--- src/rtl/divisor.sv ---
// Sequential restoring divider: 2N-bit dividend / N-bit divisor -> N-bit quotient and remainder.
// Optional early overflow/divide-by-zero exit is enabled by defining DIVISOR_OVF_CHECK_EN.
module divisor #(
  parameter int unsigned N = 4
) (
  input  logic           clk,
  input  logic           rst,
  input  logic           start,
  output logic           done,
  input  logic [2*N-1:0] P_in,
  input  logic [N-1:0]   B_in,
  output logic [N-1:0]   Q_out,
  output logic [N-1:0]   R_out,
  output logic           ovf
);

  localparam int unsigned CW = $clog2(N + 1);
  localparam int unsigned RW = N + 1;

  typedef enum logic [1:0] {
    IDLE = 2'd0,
    CALC = 2'd1,
    OVF  = 2'd2,
    DONE = 2'd3
  } state_t;

  state_t          state;
  logic [RW-1:0]   r;
  logic [N-1:0]    q;
  logic [N-1:0]    bq;
  logic [CW-1:0]   cnt;

  logic [RW-1:0]   r_shift_c;
  logic [RW-1:0]   r_next_c;
  logic [N-1:0]    q_next_c;
  logic            fits_c;
  logic            ovf_hit_c;

  // One restoring step: shift {r,q} left, subtract the divisor if it fits.
  always_comb begin
    r_shift_c = RW'({r, q[N-1]});
    fits_c    = (r_shift_c >= {1'b0, bq});
    r_next_c  = fits_c ? (r_shift_c - {1'b0, bq}) : r_shift_c;
    q_next_c  = N'({q, fits_c});
  end

`ifdef DIVISOR_OVF_CHECK_EN
  // Quotient cannot fit in N bits when the high dividend half is not below the divisor.
  assign ovf_hit_c = (P_in[2*N-1:N] >= B_in);
`else
  assign ovf_hit_c = 1'b0;
`endif

  always_ff @(posedge clk or negedge rst) begin
    if (!rst) begin
      state <= IDLE;
      r     <= '0;
      q     <= '0;
      bq    <= '0;
      cnt   <= '0;
      done  <= 1'b0;
      ovf   <= 1'b0;
      Q_out <= '0;
      R_out <= '0;
    end else begin
      case (state)
        IDLE, DONE: begin
          if (start) begin
            bq    <= B_in;
            r     <= {1'b0, P_in[2*N-1:N]};
            q     <= P_in[N-1:0];
            cnt   <= CW'(N);
            done  <= 1'b0;
            ovf   <= 1'b0;
            state <= ovf_hit_c ? OVF : CALC;
          end
        end
        CALC: begin
          r   <= r_next_c;
          q   <= q_next_c;
          cnt <= cnt - CW'(1);
          if (cnt == CW'(1)) begin
            state <= DONE;
            done  <= 1'b1;
            Q_out <= q_next_c;
            R_out <= r_next_c[N-1:0];
          end
        end
        OVF: begin
          state <= DONE;
          done  <= 1'b1;
          ovf   <= 1'b1;
          Q_out <= '1;
          R_out <= '0;
        end
        default: state <= IDLE;
      endcase
    end
  end

endmodule

--- config.mk ---
export PLATFORM = sky130hd
export DESIGN_NAME = divisor
export DESIGN_NICKNAME = d
export VERILOG_FILES = /design/src/rtl/divisor.sv
export SDC_FILE = /design/constraint.sdc
export NUM_CORES = 1
export LEC_CHECK = 0
export BUFFER_PORTS_ARGS = -buffer_cell sky130_fd_sc_hd__buf_2
export CAP_MARGIN = 20
export CORE_MARGIN = 1
export CORE_UTILIZATION = 50
export DETAILED_ROUTE_END_ITERATION = 10
export GPL_TIMING_DRIVEN = 0
export MAX_ROUTING_LAYER = met4
export PLACE_DENSITY = 0.73
export SLEW_MARGIN = 15
export SYNTH_ARGS = -nofsm -noshare
export SYNTH_HDL_FRONTEND = slang
export SYNTH_SLANG_ARGS = --single-unit
--- constraint.sdc ---
create_clock -name clk -period 2.4 [get_ports clk]
set_clock_uncertainty 0.15 [all_clocks]
set_input_delay 0.6 -clock clk [delete_from_list [all_inputs] [get_ports clk]]
set_output_delay 0.6 -clock clk [all_outputs]
set_load 0.01 [all_outputs]
==> out/metrics.cfg <==
[floorplanning]
die_y_um = 57.71
dieArea_sq_mm = 0.003330
io_pins = 25
die_w_um = 57.71
design.core.area_sq_mm = 0.002853
initial_core_util_pct = 54.39
row_count = 19

[cts]
cts_hold_buf = 0
cts_made_buffers = 3
clk_pin_slew_worst_paths_ns = 0.13
post_cts_buffers = 0
cts_resized = 0
tritoncts = done
clk_latency_ns = 0.32
htreeDepth = 1
cts.sinks = 26
cts_buffer_depth = 2
cts-root-buf = clkbuf_4

[finish]
drive_above_1_share_pct = 22.96
nNetsFinal = 222
areaGrowthSynthToFinish_pct = 11.37
postLayoutCoreUtil_pct = 60.57
final_cells = 227
num_antenna_cells = 0

[grt]
grt_pass1_wl_um = 5637
grt_max_degree = 27
grt.overflow.total = 0
track_usage_pct = 22.70
antenna_found_initial = 0
grt_pass1_vias = 1264

[drt]
drt-pass1-iter-count = 7
wl_per_cell_um = 14.35
antenna_left = 0
drc = 1
wl_um = 3257
num_vias = 1298
drt_iter0_markers = 55
vias_per_cell = 5.718

[logic_synthesis]
synth.avg_cell_area_sq_um = 9.126
syn_area_sq_mm = 0.001551
yosys_warnings = 0
ys_types = 41
synth_seq_cells = 26
synth_most_common_cell = dfrtp_1
synth_ff_type = dfrtp_1
synthesis.nets = 194
synth_top_area_share_pct = 41.94
synth-edff-count = 0
synth_commonest_cells = 26 x dfrtp_1, 18 x nand2_1, 13 x a21oi_1, 13 x inv_1, 13 x nor2_1
yosys-top-cells-area = dfrtp_1 42%, ha_1 6.5%, nand2_1 4.4%, a21oi_1 4.2%, o22ai_1 3.2%
yosysTopAreaCell = dfrtp_1
netlist_instances = 170
synth-seq-area-share_pct = 41.94
ys_async_sr_fraction_pct = 100.0

[pwr]
pwr-share-seq_pct = 31.5
swShare_pct = 46.66
power_leakage_uw = 0.0008267
power.internal_uw = 1346
p_per_area_mw_per_mm2 = 1460
switching_power_uw = 1177
power.total_uw = 2523
power_frac_comb_pct = 61.1
vdd_ir_drop_max_mv = 0.6479
pwr-share-clk_pct = 7.3

[worst_setup_path]
crit_path_max_fanout = 6
cp-start-kind = flip-flop
crit_chain = ha_1, nand4_1, nand2_2, nor2_4, mux2i_1, a21bo_1
reg2reg_from = r[0]
ff2ff_path_depth = 6
endpoint = r[0]
r2r-end = r[0]
worstSetupPathType = reg -> reg
worstSetupEndpointType = flip-flop
crit_slowest_cell = dfrtp_1
crit_start = r[0]
regToRegSetupSlack_ns = 0.36
critPathMaxStageDelay_ns = 0.48
crit_arrival_ns = 2.16
required_ns = 2.52

[outcome]
violations = design-rule violations
outcome = finished with violations

[sta]
max_slew_margin_pct = 60.72
tightestPinTransition_ns = 0.5893
tns_ns = 0
fin_crit_ns = 2.039
timing.final.crit_share_pct = 84.95
slew_violations = 0
holdWs_ns = 0.1061
rsz0062_at_grt = false
finalSetupViolCount = 0
fmax_ghz = 0.4905
hold_violations = 0

[run]
maxCapViolCount = 0

[hold_path]
hp-class = in -> async

[placed_design]
dp.cells = 224
io_buffers = 23
place.gp.congestion = 0.8666
hpwl_um = 2511

==> critical path, delay by kind of cell (launching register included) <==
family,cells,cell delay [ns]
compound gates,1,0.18
fa+ha+maj,1,0.37
flops,1,0.48
mux,1,0.37
simple gates,3,0.43
==> power groups by stage <==
stage | sequential (uW) | clock (uW) | combinational [uW]
floorplan | 805 | 0 | 1150
global placement | 791 | 0 | 1460
detailed placement | 809 | 0 | 1530
CTS | 796 | 194 | 1540
global route | 825 | 206 | 1730
finish | 796 | 185 | 1540
==> registers in the layout, summed over array words and instances (netlist names) <==
| signal | count |
|---|---|
| Q_out | 4 |
| R_out | 4 |
| bq | 4 |
| q | 4 |
| r | 4 |
| cnt | 3 |
| state | 2 |
| ovf | 1 |
==> layout by cell type, fill, tap and decap left out, types with 2 or more instances in the layout <==
| cell | count |
|---|---|
| a21oi_1 | 13 |
| a21oi_2 | 2 |
| a22o_1 | 2 |
| buf_2 | 27 |
| clkbuf_1 | 3 |
| clkbuf_4 | 3 |
| dfrtp_1 | 26 |
| ha_1 | 8 |
| inv_1 | 13 |
| mux2_1 | 2 |
| mux2_2 | 4 |
| mux2i_1 | 4 |
| nand2_1 | 18 |
| nand2b_1 | 2 |
| nand3_1 | 2 |
| nor2_1 | 13 |
| nor2_2 | 3 |
| nor2b_1 | 2 |
| nor3_1 | 4 |
| o21a_1 | 2 |
| o21ai_0 | 7 |
| o21ai_1 | 9 |
| o22ai_1 | 8 |
==> how the worst min path moves through the flow <==
stage,startpoint,end,slack (ns),cells past startpoint
after global placement,Q_out[1],Q_out[1],0.31,2
after CTS,rst,Q_out[3],0.11,1
after detailed placement,Q_out[1],Q_out[1],0.32,2
final,rst,Q_out[2],0.11,1
after global routing,rst,Q_out[3],0.13,1
after floorplan,rst,Q_out[0],0.15,0
==> logic make-up after synthesis <==
logic type	Yosys count	synth area share [%]
AOI/OAI and AO/OA	52	21.29
xor gates and xnor gates	2	1.129
adders and majority gates	9	7.742
buffers and inverters	22	5.887
DFF	26	41.94
muxes	10	6.935
and+or+nand+nor	49	15.08
==> per-layer routing <==
layer	GRT usage [%]	routed length, um
met5	-	0
met4	9.864	93
met3	3.348	183
met2	35.88	1526
met1	29.17	1453
==> metrics by stage <==
| step | worst slack (ns) | area, sq um |
|---|---|---|
| 2_1_floorplan | 0.6801 | 1551 |
| 6_report | 0.3612 | 1728 |
| 5_1_grt | 0.2741 | 1728 |
| 3_3_place_gp | 0.4815 | 1705 |
| 4_1_cts | 0.3701 | 1728 |
| 3_5_place_dp | 0.3972 | 1705 |
==> final cells by class <==
type	instances	area (sq um)
inverter	14	52.55
clock buffer	3	22.52
timing repair buffer	23	115.1
fill	279	1125
sequential	26	650.6
multi-input combinational	122	809.5
buffer	8	38.79
tap	31	38.79
(Power assumes the default switching activity.)
